File: src/rtl/temporal_encoder.sv
`default_nettype none
// ============================================================================
// temporal_encoder: sliding-window N-gram binder (XOR of rotated spatial HVs)
// Revision: 1.0
// ============================================================================
`ifndef HV_DIMENSION
`define HV_DIMENSION 32
`endif

module temporal_encoder #(
   parameter int NGRAM_SIZE       = 4,
   parameter int NGRAM_SIZE_WIDTH = 2
) (
   input  logic                      clk,
   input  logic                      rst,
   input  logic                      clear,
   input  logic                      hvin_valid,
   output logic                      hvin_ready,
   input  logic [`HV_DIMENSION-1:0]  hvin,
   output logic                      hvout_valid,
   input  logic                      hvout_ready,
   output logic [`HV_DIMENSION-1:0]  hvout
);

   localparam int D          = `HV_DIMENSION;
   localparam int HIST_DEPTH = (NGRAM_SIZE > 1) ? NGRAM_SIZE - 1 : 1;
   localparam logic [NGRAM_SIZE_WIDTH-1:0] FILL_MAX = NGRAM_SIZE_WIDTH'(NGRAM_SIZE - 1);

   logic [D-1:0]                hist_q [HIST_DEPTH];
   logic [NGRAM_SIZE_WIDTH-1:0] fill_q;
   logic [D-1:0]                hvout_q;
   logic                        hvout_valid_q;
   logic [D-1:0]                hvout_d;
   logic                        fire;

   // Rotate left by k: bit i of the result takes bit (i-k) mod D of x.
   function automatic logic [D-1:0] rho(input logic [D-1:0] x, input int k);
      int s;
      s = k % D;
      return (x << s) | (x >> (D - s));
   endfunction

   assign hvin_ready  = !rst && !clear && (!hvout_valid_q || hvout_ready);
   assign fire        = hvin_valid && hvin_ready;
   assign hvout       = hvout_q;
   assign hvout_valid = hvout_valid_q;

   always_comb begin
      hvout_d = hvin;
      for (int k = 1; k < NGRAM_SIZE; k++) begin
         hvout_d = hvout_d ^ rho(hist_q[k-1], k);
      end
   end

   always_ff @(posedge clk) begin
      if (rst) begin
         for (int k = 0; k < HIST_DEPTH; k++) hist_q[k] <= '0;
         fill_q        <= '0;
         hvout_q       <= '0;
         hvout_valid_q <= 1'b0;
      end else if (clear) begin
         // New trial: pending output is dropped but its data is left in place.
         for (int k = 0; k < HIST_DEPTH; k++) hist_q[k] <= '0;
         fill_q        <= '0;
         hvout_valid_q <= 1'b0;
      end else if (fire) begin
         hist_q[0] <= hvin;
         for (int k = 1; k < HIST_DEPTH; k++) hist_q[k] <= hist_q[k-1];
         if (fill_q == FILL_MAX) begin
            hvout_q       <= hvout_d;
            hvout_valid_q <= 1'b1;
         end else begin
            fill_q        <= fill_q + NGRAM_SIZE_WIDTH'(1);
            hvout_valid_q <= hvout_valid_q && !hvout_ready;
         end
      end else begin
         hvout_valid_q <= hvout_valid_q && !hvout_ready;
      end
   end

endmodule

`default_nettype wire
File: config.mk
export PLATFORM = sky130hd
export DESIGN_NAME = temporal_encoder
export DESIGN_NICKNAME = d
export VERILOG_FILES = /design/src/rtl/temporal_encoder.sv
export SDC_FILE = /design/constraint.sdc
export NUM_CORES = 1
export LEC_CHECK = 0
export CAP_MARGIN = 20
export CELL_PAD_IN_SITES_DETAIL_PLACEMENT = 1
export CELL_PAD_IN_SITES_GLOBAL_PLACEMENT = 1
export CORE_MARGIN = 5
export CORE_UTILIZATION = 30
export CTS_BUF_LIST = sky130_fd_sc_hd__clkbuf_4 sky130_fd_sc_hd__clkbuf_8
export DETAILED_ROUTE_END_ITERATION = 6
export PLACE_DENSITY = 0.59
export RECOVER_POWER = 25
export SKIP_CTS_REPAIR_TIMING = 1
export SYNTH_ARGS = -nofsm -noshare
export SYNTH_HDL_FRONTEND = slang
export SYNTH_SLANG_ARGS = --single-unit
export TNS_END_PERCENT = 1
File: constraint.sdc
create_clock -name clk -period 5.28 [get_ports clk]
set_input_delay 1.32 -clock clk [delete_from_list [all_inputs] [get_ports clk]]
set_output_delay 1.32 -clock clk [all_outputs]
set_load 0.01 [all_outputs]
==> results of run 1 <==
==> where the power goes <==
part / total [mW] / internal (mW) / leakage, nW / switching (mW)
logic: 0.219 / 0.112 / 1.01 / 0.108
registers: 1.18 / 1.15 / 1.35 / 0.0297
clock network: 1.00 / 0.612 / 0.230 / 0.388
==> cells by family after synthesis <==
family | share of synthesized area, %
DFF | 59.3
and+or+nand+nor | 12.7
xor gates and xnor gates | 13.9
AOI/OAI and AO/OA | 10.1
buffers and inverters | 3.62
muxes | 0.166
adders and majority gates | 0.207
==> cells in the mapped netlist (all sizes together) <==
cell type	number
dfxtp	35
a21boi	1
a211oi	32
o21ai	1
mux2i	1
and3	2
edfxtp	96
nand2b	3
a31oi	32
ha	1
nor2b	1
or3b	1
clkbuf	12
nand4b	1
and2	97
xnor2	96
nor3	1
o21a	1
nand2	1
nor2	1
buf	19
==> metrics by stage <==
stage | power, mW | instances | hold slack (ns) | setup slack, ns
global route | 2.51 | 781 | 0.521 | 0.848
floorplan | 1.36 | 435 | 0.440 | 0.494
global placement | 1.43 | 749 | 0.451 | 1.21
detailed placement | 1.43 | 749 | 0.470 | 1.21
CTS | 2.44 | 781 | 0.487 | 1.21
finish | 2.40 | 781 | 0.488 | 0.898
==> path summary, 6_finish.rpt <==
kind,from,endpoint,depth (start not counted)
worst max-delay path,clear,hist_q[0][49],5
worst max register to register,hvout_valid,hist_q[0][49],4
worst min-delay path,fill_q[0],fill_q[0],1
worst min register to register,fill_q[0],fill_q[0],1
==> worst register-to-register path: cells and delay by family, from the launching register on <==
family / cells / cell delay, ns
buffers and inverters: 1 / 0.36
DFF: 1 / 0.35
and+or+nand+nor: 3 / 1.06
==> sequential cells by signal (all words and copies together), names as in the netlist <==
signal and cells:
fill_q 2, hist_q 96, hvout 32, hvout_valid 1
==> area by class of cell <==
| class | instances | area, um^2 |
|---|---|---|
| clock inverter | 13 | 213 |
| tap | 270 | 338 |
| multi-input combinational | 273 | 2240 |
| clock buffer | 19 | 249 |
| fill | 2145 | 12700 |
| timing repair buffer | 75 | 746 |
| sequential | 131 | 3580 |
==> metal layers <==
layer / GRT usage, % / wire length (um) / vias up
met4: 4.28 / 191 / 0
met1: 14.7 / 6160 / 1704
met5: 0 / 0 / -
met3: 3.33 / 428 / 16
li1: - / - / 1655
met2: 19.2 / 6170 / 59
==> results.sh, run 1 <==
export IMPL_startpoint_type="primary input"
export IMPL_via_per_inst=4.40
export IMPL_maxSlewHeadroom_pct=-21.7
export IMPL_fin_worst_skew_ns=0.0101
export IMPL_die_width_um=152
export IMPL_drive_gt1_share_pct=19.2
export IMPL_syn_avg_cell_area_um2=13.9
export IMPL_cp_num_buf_inv=2
export IMPL_critPathMaxStageDelay_ns=1.35
export IMPL_crit_family="simple AND/OR/NAND/NOR gates"
export IMPL_crit_fanout=71
export IMPL_hpwl_mm=8.00
export IMPL_synth_area_leaders="edfxtp_1 (48%), xnor2_1 (14%), dfxtp_1 (12%), and2_1 (6.9%), a211oi_2 (6.2%)"
export IMPL_power_per_cell_area_nw_per_um2=326
export IMPL_violations="capacitance limit, slew limit"
export IMPL_cts_buffers=17
export IMPL_clk_latency_ns=0.43
export IMPL_ios=71
export IMPL_ys_ff_latch=131
export IMPL_grtUsageTotal_pct=11.7
export IMPL_setup_violations=0
export IMPL_antenna_found_initial=0
export IMPL_final_cell_mix="xnor2_1 (96), edfxtp_1 (96), and2_1 (67), dfxtp_1 (35), clkdlybuf4s50_1 (35)"
export IMPL_crit_chain="dlygate4sd3_1, nor2_1, and3_2, nand2b_4, buf_12"
export IMPL_min_period_ns=4.38
export IMPL_syn_area_um2=6050
export IMPL_detail_route_antenna_nets=0
export IMPL_grt_pass1_wl_mm=21.3
export IMPL_grt_pass1_vias=3851
export IMPL_worst_slew_pin_slew_ns=1.82
export IMPL_fmax_ghz=0.228
export IMPL_drt_iter0_markers=143
export IMPL_yosys_area_top_type="edfxtp_1"
export IMPL_wl_per_cell_um=16.6
export IMPL_power_leakage_nw=2.59
export IMPL_drc=0
export IMPL_tns_ns=0
export IMPL_cts_sinks=131
export IMPL_core_area_um2=20000
export IMPL_gp_congestion=0.670
export IMPL_wl_mm=13.0
export IMPL_diodes=0
export IMPL_syn_nets=473
export IMPL_synth_cell_type_count=28
export IMPL_clockBufferDepth=2
export IMPL_crit_arrival_ns=4.46
export IMPL_required_ns=5.36
export IMPL_final_area_um2=7370
export IMPL_status="finished, violations left"
export IMPL_htreeDepth=4
export IMPL_fin_nets=536
export IMPL_die_area_um2=23100
export IMPL_die_h_um=152
export IMPL_drt_first_pass_iters=4
export IMPL_clk_pin_slew_worst_paths_ns=0.07
export IMPL_syn_instance_count=435
export IMPL_drv_slew=24
export IMPL_vias=3434
export IMPL_cts_tree="yes"
export IMPL_cap_viol_max_count=1
export IMPL_critPathKind="in -> reg"
export IMPL_std_cell_rows=52
export IMPL_finalCoreUtilization_pct=36.8
export IMPL_cts_root_buf="clkbuf_8"
export IMPL_port_buffers=70
export IMPL_initial_core_util_pct=30.2
export IMPL_fin_crit_sh_pct=83.0
export IMPL_area_delta_synth_final_pct=21.9
export IMPL_grt_start_max_net_pins=97
export IMPL_placed_area_um2=6920
export IMPL_holdCritPathClass="reg -> reg"
export IMPL_yosys_warnings=0
export IMPL_rsz0062_at_grt="no"
export IMPL_finalHoldViolCount=0
export IMPL_synth_seq_area_share_pct=59.3
export IMPL_critPathCaptureType="flop"
export IMPL_r2r_setup_slack_ns=3.05
export IMPL_vdd_drop_max_mv=0.139
export IMPL_synth_top_area_share_pct=47.7
export IMPL_crit_path_top_delay_cell="nor2_1"
export IMPL_grt_overflow_total=0
Note: power is estimated with default switching activity, not from simulation.
==> run 2: changes to the inputs <==
- PLACE_DENSITY: 0.59 -> 0.61
- clock period: 5.28 -> 3.5 ns (I/O delays scaled with it)
==> run 2 against run 1 <==
The flow now finishes without violations. Clock skew about the same. First-iteration DRC count rose by 15%. Routed wire length fell by 1.5%. Critical endpoint is now hvin_ready. Largest cell class unchanged.
==> results.sh, run 2 (synthesis gave the netlist of run 1 again) <==
export IMPL_status="finished clean"
export IMPL_grt_overflow_total=0
export IMPL_cts_buffers=17
export IMPL_finalNonFillerCells=789
export IMPL_die_area_um2=23100
export IMPL_crit_fanout=4
export IMPL_clk_latency_ns=0.44
export IMPL_setup_slack_ns=0.301
export IMPL_initial_core_util_pct=30.2
export IMPL_clockPowerShare_pct=38.2
export IMPL_via_per_inst=4.40
export IMPL_fin_nets=544
export IMPL_setup_violations=0
export IMPL_die_h_um=152
export IMPL_p_int_mw=2.62
export IMPL_port_buffers=70
export IMPL_die_width_um=152
export IMPL_area_delta_synth_final_pct=21.3
export IMPL_wl_mm=12.8
export IMPL_pwr_share_seq_pct=52.1
export IMPL_cpMostUsedCell="clkdlybuf4s50_1"
export IMPL_place_inst=757
export IMPL_antenna_found_initial=0
export IMPL_fin_crit_sh_pct=91.4
export IMPL_core_area_um2=20000
export IMPL_grt_start_max_net_pins=97
export IMPL_grt_pass1_wl_mm=20.9
export IMPL_finalHoldViolCount=0
export IMPL_tns_ns=0
export IMPL_crit_path_top_delay_cell="clkdlybuf4s50_1"
export IMPL_grtUsageTotal_pct=11.4
export IMPL_combPwrFrac_pct=9.7
export IMPL_hpwl_mm=8.37
export IMPL_worst_slew_pin_slew_ns=0.991
export IMPL_crit_chain="clkdlybuf4s50_1, nor2b_1, nor3_1, buf_4, clkdlybuf4s50_1"
export IMPL_critPathCaptureType="primary output"
export IMPL_cts_root_buf="clkbuf_8"
export IMPL_dp_slack_ns=0.291
export IMPL_critPathMaxStageDelay_ns=0.53
export IMPL_wl_per_cell_um=16.2
export IMPL_whs_ns=0.492
export IMPL_critPathKind="in -> out"
export IMPL_min_period_ns=3.20
export IMPL_grt_pass1_vias=3899
export IMPL_final_cell_mix="xnor2_1 (96), edfxtp_1 (96), and2_1 (67), clkdlybuf4s50_1 (48), dfxtp_1 (35)"
export IMPL_finalCoreUtilization_pct=36.6
export IMPL_fin_worst_skew_ns=0.0105
export IMPL_p_total_mw=3.43
export IMPL_power_leakage_nw=2.56
export IMPL_gp_congestion=0.698
export IMPL_regMostFlops="hist_q"
export IMPL_startpoint_type="primary input"
export IMPL_ios=71
export IMPL_drc=0
export IMPL_cts_sinks=131
export IMPL_drive_gt1_share_pct=19.1
export IMPL_largest_reg_flops=96
export IMPL_placed_area_um2=7000
export IMPL_drt_iter0_markers=165
export IMPL_cts_tree="yes"
export IMPL_vdd_drop_max_mv=0.198
export IMPL_vias=3475
export IMPL_maxSlewHeadroom_pct=33.9
export IMPL_power_switching_uw=801
export IMPL_diodes=0
export IMPL_required_ns=2.62
export IMPL_power_per_cell_area_nw_per_um2=467
export IMPL_drv_slew=0
export IMPL_clk_pin_slew_worst_paths_ns=0.06
export IMPL_crit_arrival_ns=2.32
export IMPL_drt_first_pass_iters=4
export IMPL_detail_route_antenna_nets=0
export IMPL_switching_share_pct=23.4
export IMPL_holdCritPathClass="reg -> reg"
export IMPL_final_area_um2=7330
export IMPL_htreeDepth=4
export IMPL_cap_viol_max_count=0
export IMPL_rsz0062_at_grt="no"
export IMPL_fmax_ghz=0.313
export IMPL_clockBufferDepth=2
export IMPL_std_cell_rows=52
-- run 2: cell types whose count changed in the layout (fill, tap and decap cells not counted), moves of 2 or more --
cell / delta
a211oi_1: +10
clkbuf_8: +3
clkdlybuf4s50_1: +13
a211oi_2: -10
bufinv_16: -4
clkinv_1: -4
dlygate4sd3_1: -13
clkinvlp_4: +2
buf_12: +2
buf_4: +4
-- run 2: final timing paths --
kind	from	to	slack, ns	cells past startpoint
worst max register to register	hvout_valid	hist_q[0][94]	1.51	4
worst min-delay path	fill_q[1]	fill_q[1]	0.49	2
worst min register to register	fill_q[1]	fill_q[1]	0.49	2
worst max-delay path	hvout_ready	hvin_ready	0.30	5
-- run 2: power by group through the flow --
stage,Sequential (mW),Clock [mW],Combinational [mW]
after floorplan,1.81,0,0.242
after global placement,1.82,0,0.343
after detailed placement,1.82,0,0.345
after CTS,1.79,1.35,0.349
after global routing,1.79,1.42,0.364
final,1.79,1.31,0.332
-- run 2: worst max-delay path, delay by kind of cell --
kind	cells	cell delay, ns
AND/OR/NAND/NOR	2	0.25
buffers and inverters	3	1.20
-- run 2: per-layer routing --
metal	GRT usage (%)	routed length, um
met5	0	0
met4	5.09	207
met3	3.36	543
met2	17.7	6020
met1	14.7	5990
-- run 2: cell type report --
class                   count  area [um^2]
fillers                  2150        12700
multi-input cells         273         2190
well taps                 270          338
flip-flops and latches    131         3580
clock inverters             9          104
clock buffers              23          298
repair buffers             83          825
